<file path="config.mk">
export PLATFORM = sky130hd
export DESIGN_NAME = rx_control
export DESIGN_NICKNAME = d
export VERILOG_FILES = /design/src/rtl/rx_control.sv
export SDC_FILE = /design/constraint.sdc
export NUM_CORES = 2
export LEC_CHECK = 0
export CORE_ASPECT_RATIO = 1.25
export CORE_MARGIN = 2
export CORE_UTILIZATION = 63
export DETAILED_ROUTE_END_ITERATION = 8
export PLACE_DENSITY_LB_ADDON = 0.15
export SETUP_SLACK_MARGIN = 0.3
export SYNTH_ARGS = -nofsm -noshare
export SYNTH_HDL_FRONTEND = slang
export SYNTH_SLANG_ARGS = --single-unit
</file>
<file path="constraint.sdc">
create_clock -name clk -period 4.3 [get_ports clk]
set_input_delay 0.645 -clock clk [delete_from_list [all_inputs] [get_ports clk]]
set_output_delay 0.645 -clock clk [all_outputs]
set_load 0.005 [all_outputs]
</file>
<file path="src/rtl/rx_control.sv">
// -----------------------------------------------------------------------------
// rx_control
//   Receive-side control path of the bridge. Captures one complete frame from
//   the RX MAC byte stream into a local buffer, applies length/error checks,
//   then forwards the accepted frame to the bridge core over a valid/ready
//   byte interface. Single-frame store-and-forward: the MAC cannot be stalled,
//   so frames that cannot be stored are discarded and counted.
//
// Parameters
//   DEPTH    buffer size in bytes (power of two), largest storable frame
//   MIN_LEN  smallest accepted frame length, FCS included (assumed >= 5)
//   AW       buffer address width, log2(DEPTH)
//
// Ports
//   clk, rst                  clock (rising edge) / async active-low reset
//   rx_mac_data/valid/last/err  byte stream from the RX MAC; err is sampled
//                             with the last byte
//   rx_data_o/valid_o/last_o  frame bytes to the core, registered
//   rx_ready_i                core accepts the byte when rx_valid_o is high
//   frm_len_o                 length of the frame being delivered
//   rx_busy_o                 high while a frame is being delivered
//   drop_cnt_o                saturating count of discarded frames
//
// Build option
//   RX_FCS_STRIP_EN  when defined, the 4 FCS bytes are not delivered:
//                    frm_len_o = L-4 and delivery stops after L-4 bytes.
//                    The minimum-length check still uses the full length.
// -----------------------------------------------------------------------------
module rx_control #(
  parameter int DEPTH   = 256,
  parameter int MIN_LEN = 64,
  parameter int AW      = 8
) (
  input  logic        clk,
  input  logic        rst,
  input  logic [7:0]  rx_mac_data,
  input  logic        rx_mac_valid,
  input  logic        rx_mac_last,
  input  logic        rx_mac_err,
  output logic [7:0]  rx_data_o,
  output logic        rx_valid_o,
  output logic        rx_last_o,
  input  logic        rx_ready_i,
  output logic [15:0] frm_len_o,
  output logic        rx_busy_o,
  output logic [15:0] drop_cnt_o
);

  typedef enum logic [1:0] {S_IDLE, S_RECV, S_DROP, S_SEND} state_t;

  localparam logic [AW:0] CNT_FULL = (AW+1)'(DEPTH);
  localparam logic [15:0] MIN_L    = 16'(MIN_LEN);

  // ---------------------------------------------------------------------------
  // State
  // ---------------------------------------------------------------------------
  state_t        r_state;
  state_t        w_state_nxt;
  logic          r_in_frame;
  logic          w_in_frame_nxt;
  logic [AW:0]   r_cnt;         // bytes stored so far; reaches DEPTH when full
  logic [AW-1:0] r_rd_ptr;      // index of the byte presented on rx_data_o
  logic [7:0]    r_mem [DEPTH];
  logic [7:0]    r_data;
  logic          r_valid;
  logic [15:0]   r_frm_len;
  logic [15:0]   r_drop_cnt;

  // ---------------------------------------------------------------------------
  // Control strobes
  // ---------------------------------------------------------------------------
  logic          w_mac_last;
  logic          w_wr_en;
  logic [AW-1:0] w_wr_addr;
  logic          w_cnt_start;
  logic          w_drop_inc;
  logic          w_load_send;
  logic          w_pop;
  logic          w_at_last;
  logic [15:0]   w_len;
  logic [15:0]   w_deliv_len;
  logic [AW-1:0] w_rd_nxt;

  assign w_mac_last = rx_mac_valid & rx_mac_last;

  // Length the frame will have once the byte on the bus is stored.
  assign w_len = 16'(r_cnt) + 16'd1;

`ifdef RX_FCS_STRIP_EN
  assign w_deliv_len = w_len - 16'd4;
`else
  assign w_deliv_len = w_len;
`endif

  assign w_at_last = (16'(r_rd_ptr) == (r_frm_len - 16'd1));
  assign w_rd_nxt  = r_rd_ptr + AW'(1);

  // MAC framing is followed in every state so that a frame which started
  // while we could not take it is skipped as a whole.
  always_comb begin
    w_in_frame_nxt = r_in_frame;
    if (rx_mac_valid) w_in_frame_nxt = ~rx_mac_last;
  end

  // ---------------------------------------------------------------------------
  // Next-state / strobe logic
  // ---------------------------------------------------------------------------
  always_comb begin
    w_state_nxt = r_state;
    w_wr_en     = 1'b0;
    w_wr_addr   = r_cnt[AW-1:0];
    w_cnt_start = 1'b0;
    w_drop_inc  = 1'b0;
    w_load_send = 1'b0;
    w_pop       = 1'b0;

    case (r_state)
      S_IDLE: begin
        if (r_in_frame) begin
          // Tail of a frame whose head we missed: skip it. If its last byte
          // is on the bus right now, count it here rather than in DROP.
          if (w_mac_last) w_drop_inc  = 1'b1;
          else            w_state_nxt = S_DROP;
        end else if (rx_mac_valid) begin
          w_wr_en     = 1'b1;
          w_wr_addr   = '0;
          w_cnt_start = 1'b1;
          // A one-byte frame is always a runt.
          if (rx_mac_last) w_drop_inc  = 1'b1;
          else             w_state_nxt = S_RECV;
        end
      end

      S_RECV: begin
        if (rx_mac_valid) begin
          if (r_cnt == CNT_FULL) begin
            // Buffer full: a DEPTH+1 byte frame ending here is dropped at
            // once, a longer one is skipped until its last byte.
            if (rx_mac_last) begin
              w_drop_inc  = 1'b1;
              w_state_nxt = S_IDLE;
            end else begin
              w_state_nxt = S_DROP;
            end
          end else begin
            w_wr_en = 1'b1;
            if (rx_mac_last) begin
              if (rx_mac_err || (w_len < MIN_L)) begin
                w_drop_inc  = 1'b1;
                w_state_nxt = S_IDLE;
              end else begin
                w_load_send = 1'b1;
                w_state_nxt = S_SEND;
              end
            end
          end
        end
      end

      S_DROP: begin
        if (w_mac_last) begin
          w_drop_inc  = 1'b1;
          w_state_nxt = S_IDLE;
        end
      end

      S_SEND: begin
        // MAC bytes are discarded while the buffer is busy delivering.
        if (w_mac_last) w_drop_inc = 1'b1;
        if (r_valid && rx_ready_i) begin
          w_pop = 1'b1;
          // Use the post-cycle framing so a last byte arriving on the exit
          // cycle (already counted above) does not send us to DROP.
          if (w_at_last) w_state_nxt = w_in_frame_nxt ? S_DROP : S_IDLE;
        end
      end

      default: w_state_nxt = S_IDLE;
    endcase
  end

  // ---------------------------------------------------------------------------
  // Control registers
  // ---------------------------------------------------------------------------
  always_ff @(posedge clk or negedge rst) begin
    if (!rst) begin
      r_state    <= S_IDLE;
      r_in_frame <= 1'b0;
      r_cnt      <= '0;
      r_drop_cnt <= '0;
    end else begin
      r_state    <= w_state_nxt;
      r_in_frame <= w_in_frame_nxt;
      if (w_cnt_start)  r_cnt <= (AW+1)'(1);
      else if (w_wr_en) r_cnt <= r_cnt + (AW+1)'(1);
      if (w_drop_inc && (r_drop_cnt != 16'hFFFF))
        r_drop_cnt <= r_drop_cnt + 16'd1;
    end
  end

  // Frame buffer: contents are not reset.
  always_ff @(posedge clk) begin
    if (w_wr_en) r_mem[w_wr_addr] <= rx_mac_data;
  end

  // ---------------------------------------------------------------------------
  // Delivery datapath. Byte 0 is preloaded on the cycle the frame is
  // accepted so rx_valid_o rises on the very next cycle; each handshake
  // fetches the following byte, giving one byte per cycle back-to-back.
  // ---------------------------------------------------------------------------
  always_ff @(posedge clk or negedge rst) begin
    if (!rst) begin
      r_valid   <= 1'b0;
      r_data    <= '0;
      r_rd_ptr  <= '0;
      r_frm_len <= '0;
    end else if (w_load_send) begin
      r_valid   <= 1'b1;
      r_data    <= r_mem[0];
      r_rd_ptr  <= '0;
      r_frm_len <= w_deliv_len;
    end else if (w_pop) begin
      if (w_at_last) begin
        r_valid <= 1'b0;
      end else begin
        r_rd_ptr <= w_rd_nxt;
        r_data   <= r_mem[w_rd_nxt];
      end
    end
  end

  assign rx_data_o  = r_data;
  assign rx_valid_o = r_valid;
  assign rx_last_o  = r_valid & w_at_last;
  assign frm_len_o  = r_frm_len;
  assign rx_busy_o  = (r_state == S_SEND);
  assign drop_cnt_o = r_drop_cnt;

endmodule
</file>
# Yosys cells after proc, flatten, opt, wreduce, memory -nomap -nowiden
# Memory sizes are Yosys's and may differ from the RTL's.
# Index checks and enable logic that the tools add are counted.
# word_totals
reg_bits,61
ram_bits,2048
inputBits,14
output_inout_bits,43
elab_cells,97
n_memories,1
# memory_table
name,depth,word_bits,read_ports,rd_clocked_by_memory_dff,wr,line,rtl
r_mem,256,8,2,0,1,63,logic [7:0] r_mem [DEPTH];
# op_classes
n_addsub,5
n_lt_le_gt_ge,1
eq_ne,15
mux,53
bitwise_logic,3
n_reduce_logical,11
# ops
cell,count
8-bit 2-to-1 mux,9
1-bit 2-to-1 mux,26
2-bit 2-to-1 mux,13
9-bit 2-to-1 mux,2
16-bit by 1-bit adder with 16-bit output (second input constant),1
8-bit by 16-bit equality test with 1-bit output,1
16-bit inequality test (second input constant),1
16-bit by 1-bit subtractor with 16-bit output (second input constant),1
3-bit inequality test (second input constant),4
9-bit by 1-bit adder with 10-bit output (second input constant),1
10-bit by 7-bit < comparator with 1-bit output (second input constant),1
9-bit by 1-bit adder with 9-bit output (second input constant),1
9-bit equality test (second input constant),1
8-bit by 1-bit adder with 8-bit output (second input constant),1
2-bit one-hot mux with 4 select lines,1
8-bit AND reduction,1
2-bit inequality test (second input constant),3
2-bit nonzero test,3
2-bit equality test (second input constant),2
2-bit by 1-bit inequality test with 1-bit output (second input constant),2
2-bit AND reduction,2
1-bit one-hot mux with 3 select lines,1
1-bit AND,2
2-bit by 1-bit equality test with 1-bit output (second input constant),1
6 further kinds,7

# Longest topological paths before layout
# depth
ltp_word,10
depth_mapped,15
ltp_nobuf,10

# Worst setup path after synthesis
# OpenSTA, ideal clock, no wires.
# synth_path
path_kind,reg-to-reg
startpoint,reg r_cnt[0]
endpoint,"mem r_mem[19][0], enable pin"
setup_ps,370
arrival_time_ps,2668
required_time_ps,3930
path_slack_ps,1262
path_stages_with_launch,10
path_buffers,3
synth_period_minus_slack_ps,3038
path_cell_list,dfrtp_1 -> clkbuf_1 -> clkinv_1 -> ha_1 -> a41oi_1 -> and2_1 -> clkbuf_1 -> nand4_1 -> clkbuf_1 -> nor2_1
# synth_between
elab_chain_len,6
word_cells_on_any_way,9
cone_classes,eq/ne (1); mux (8)
# synth_rtl
element,line,rtl
start: declaration,61,logic [AW:0] r_cnt;
start signal: assignment,194,if (w_cnt_start) r_cnt <= (AW+1)'(1);
start signal: assignment,195,else if (w_wr_en) r_cnt <= r_cnt + (AW+1)'(1);
9-bit equality test,136,if (r_cnt == CNT_FULL) begin
1-bit 2-to-1 mux,136,
1-bit 2-to-1 mux,135,if (rx_mac_valid) begin
1-bit one-hot mux with 2 select lines,117,case (r_state)
1-bit 2-to-1 mux,203,if (w_wr_en) r_mem[w_wr_addr] <= rx_mac_data;
1-bit 2-to-1 mux (not written as such),203,
end: declaration,63,
# Parallel ways exist; a longest one is shown, timed or not.

# Worst setup path after layout
# layout_path
startpoint,reg r_cnt[6]
endpoint,"mem r_mem[96][1], enable pin"
# Same word-level chain as after synthesis.

==> run metrics <==
status completed; initial antenna violation count 2; Worst Clk Skew 0.0211 ns; I/O pins 57; utilization after layout 71.3%; multiplexer area fraction after synthesis 11.8%; final setup fails 0; Comb pwr share 2.1%; drt pass-1 iters 6; simple-gate share of the synthesized area 7.09%; clock tree sinks 2103; WL/cell 31.7 um; CP bufs+invs 0; Yosys warning total 0; Worst EP required 4.76 ns; number of synthesized flops with an enable pin 2048; Final Hold Vio Count 0; gr ovfl total 0; WL final 216000 um; port buffer count 50; post-detail-place hpwl 133000 um; Sequential Power Share 57.4%; Worst Setup Path Type flip-flop to flip-flop; post-synth cell types 75; crit path DAT 4.30 ns; setup TNS 0 ns; CTS Buffer Depth 3; P_leak 29.1 nW; Sw Pwr 0.00798 W; fillcell total 7956; GRT Total Usage 32.5%; Synth Instances 4682; crit start category flip-flop; Worst-path clk slew 0.06 ns; Post-Synth Adder-Cell Area 0.0754%; Slowest cell on crit path a31oi_4; CTS tree yes; Primary FF master, synth edfxtp_1; Synth Cell Area 82900 sq um; Clock Power Share 40.6%; htree depth 4; CTS Buf Count 188; first-pass GRT wire length 311000 um; Sw Ratio 20.2%; clock latency at the later pin of the worst-skew pair 0.84 ns; Slew @ Worst Pin 1.18 ns; core area 130000 sq um; Placement Rows 148; syn_area_per_cell 17.7 sq um; max_cap viols 0; Iteration-0 DRC Markers 6214; largest net degree at the start of global routing 124; Die Area 135000 sq um; vias in the first global route 45100; Via density 6.75; Max Fanout on Critical Path 15; Seq cells post-synth 2103; fin crit period 3.84 ns; crit-path most repeated cell nor2_1; Hold Crit Class input port to async pin; pwr/cell area 425 nW/um^2; Max Fclk 0.260 GHz; asr flop ratio synth 2.62%; RSZ-0062 raised after global routing no; period utilisation layout 89.3%; Internal Power 0.0315 W; die width 329 um; CP cell instances nor4_1 > a41oi_1 > nand2_1 > nor2_1 > a31oi_4 > nor2_1; worst relative slew slack 21.1%; Clock Tree Root clkbuf_16; sequential share of the synthesized area 75.8%; die height 410 um; most common cell after layout, fill and taps aside edfxtp_1; Compound-Gate Fraction of Synth Area 2.91%; max-slew violation count 0; Area after DPL 87100 sq um; Crit path max-delay family simple AND/OR/NAND/NOR gates; Vias 46100; VDD IR max 0.510 mV; largest family of logic cells by synthesized area multiplexers; post-route ant nets 0; Initial Util 63.6%; Area Growth Syn to Fin 12.1%; most frequent cells in the layout 2048 x edfxtp_1, 713 x nand2_1, 384 x mux4_2; placer congestion estimate 0.933; xor/xnor share of the synthesized area 0.460%; Max stage delay on crit path 0.96 ns; Residual DRC 0; post-route cell area 93000 sq um; layout cells sized above 1 19.4%; Final #Nets 4968; Worst Setup End Kind flip-flop
[sequential cells by signal (all words and copies together) (netlist names)]
register and cells:
rx_valid_o 1, drop_cnt_o 16, r_mem 2048, r_rd_ptr 8
frm_len_o 10, r_state 2, r_in_frame 1, r_cnt 9
rx_data_o 8
[metal layers]
metal / up-vias / GRT usage [%] / share of wire [%]
li1: 19000 / - / -
met1: 23700 / 42.2 / 35
met2: 2879 / 53.4 / 50
met3: 554 / 5.60 / 9.1
met4: 2 / 16.7 / 5.7
met5: - / 0 / 0.0046
[power groups by stage]
stage	logic (W)	registers (W)	clock network, W
2_1_floorplan	0.000236	0.0230	0
3_3_place_gp	0.000785	0.0231	0
3_5_place_dp	0.000808	0.0231	0
4_1_cts	0.000810	0.0226	0.0161
5_1_grt	0.000869	0.0226	0.0169
6_report	0.000813	0.0226	0.0160
[cell families after synthesis]
family,count (synthesis)
other,1
buffers and inverters,295
and+or+nand+nor,1397
DFF,2103
AOI/OAI and AO/OA,342
xor gates and xnor gates,38
adders and majority gates,5
muxes,501
[cell type report]
class                      instances  area, sq um  area share [%]
sequential                      2103        62900            67.6
tap                             1725         2160            2.32
inverter                          10         37.5          0.0404
multi-input combinational       2289        18800            20.2
clock buffer                     235         4940            5.32
clock inverter                   104          831           0.893
timing repair buffer             357         3310            3.56
antenna                            1         2.50         0.00269
[worst paths after layout]
kind | startpoint | end | slack (ns) | depth (start not counted)
hold reg to reg | drop_cnt_o[15] | drop_cnt_o[15] | 0.50 | 1
min in group clk | rx_mac_data[5] | r_mem[207][5] | 0.39 | 1
setup reg to reg | r_cnt[6] | r_mem[96][1] | 0.46 | 6
hold / removal | rst | drop_cnt_o[9] | 0.33 | 2
setup / recovery | r_cnt[6] | r_mem[96][1] | 0.46 | 6
max in group asynchronous | rst | frm_len_o[4] | 3.03 | 3
[Yosys cell counts (44+ instances only)]
cell      number  area (sq um)
buf_4         51           383
mux4_2       384          8650
a31oi_1      102           638
nor2_1       313          1170
mux2i_1      112          1120
buf_2         86           430
nand2_1      713          2680
edfxtp_1    2048         61500
clkbuf_1     125           469
nand3_1      252          1260
a32oi_1       77           674
o21ai_0       44           220
dfrtp_1       55          1380
[stage by stage]
| step | std cells | setup WS [ns] | power [W] | hold slack, ns |
|---|---|---|---|---|
| after CTS | 6820 | 0.306 | 0.0396 | 0.301 |
| final | 6824 | 0.460 | 0.0395 | 0.333 |
| after global placement | 6474 | 0.341 | 0.0239 | 0.480 |
| after detailed placement | 6474 | 0.338 | 0.0239 | 0.488 |
| after global routing | 6823 | 0.361 | 0.0404 | 0.352 |
| after floorplan | 4687 | 1.26 | 0.0233 | 0.349 |
[what timing repair did]
| action | in CTS | in global routing |
|---|---|---|
| hold endpoints to repair | 17 | 0 |
| gates resized for setup | 8 | 16 |
| cloned | 0 | 0 |
| pin swaps | 2 | 4 |
| hold buffers | 1 | 0 |
| setup endpoints to repair | 1 | 6 |
| setup buffers | 6 | 3 |
No activity file was read; power rests on OpenSTA's default activity.
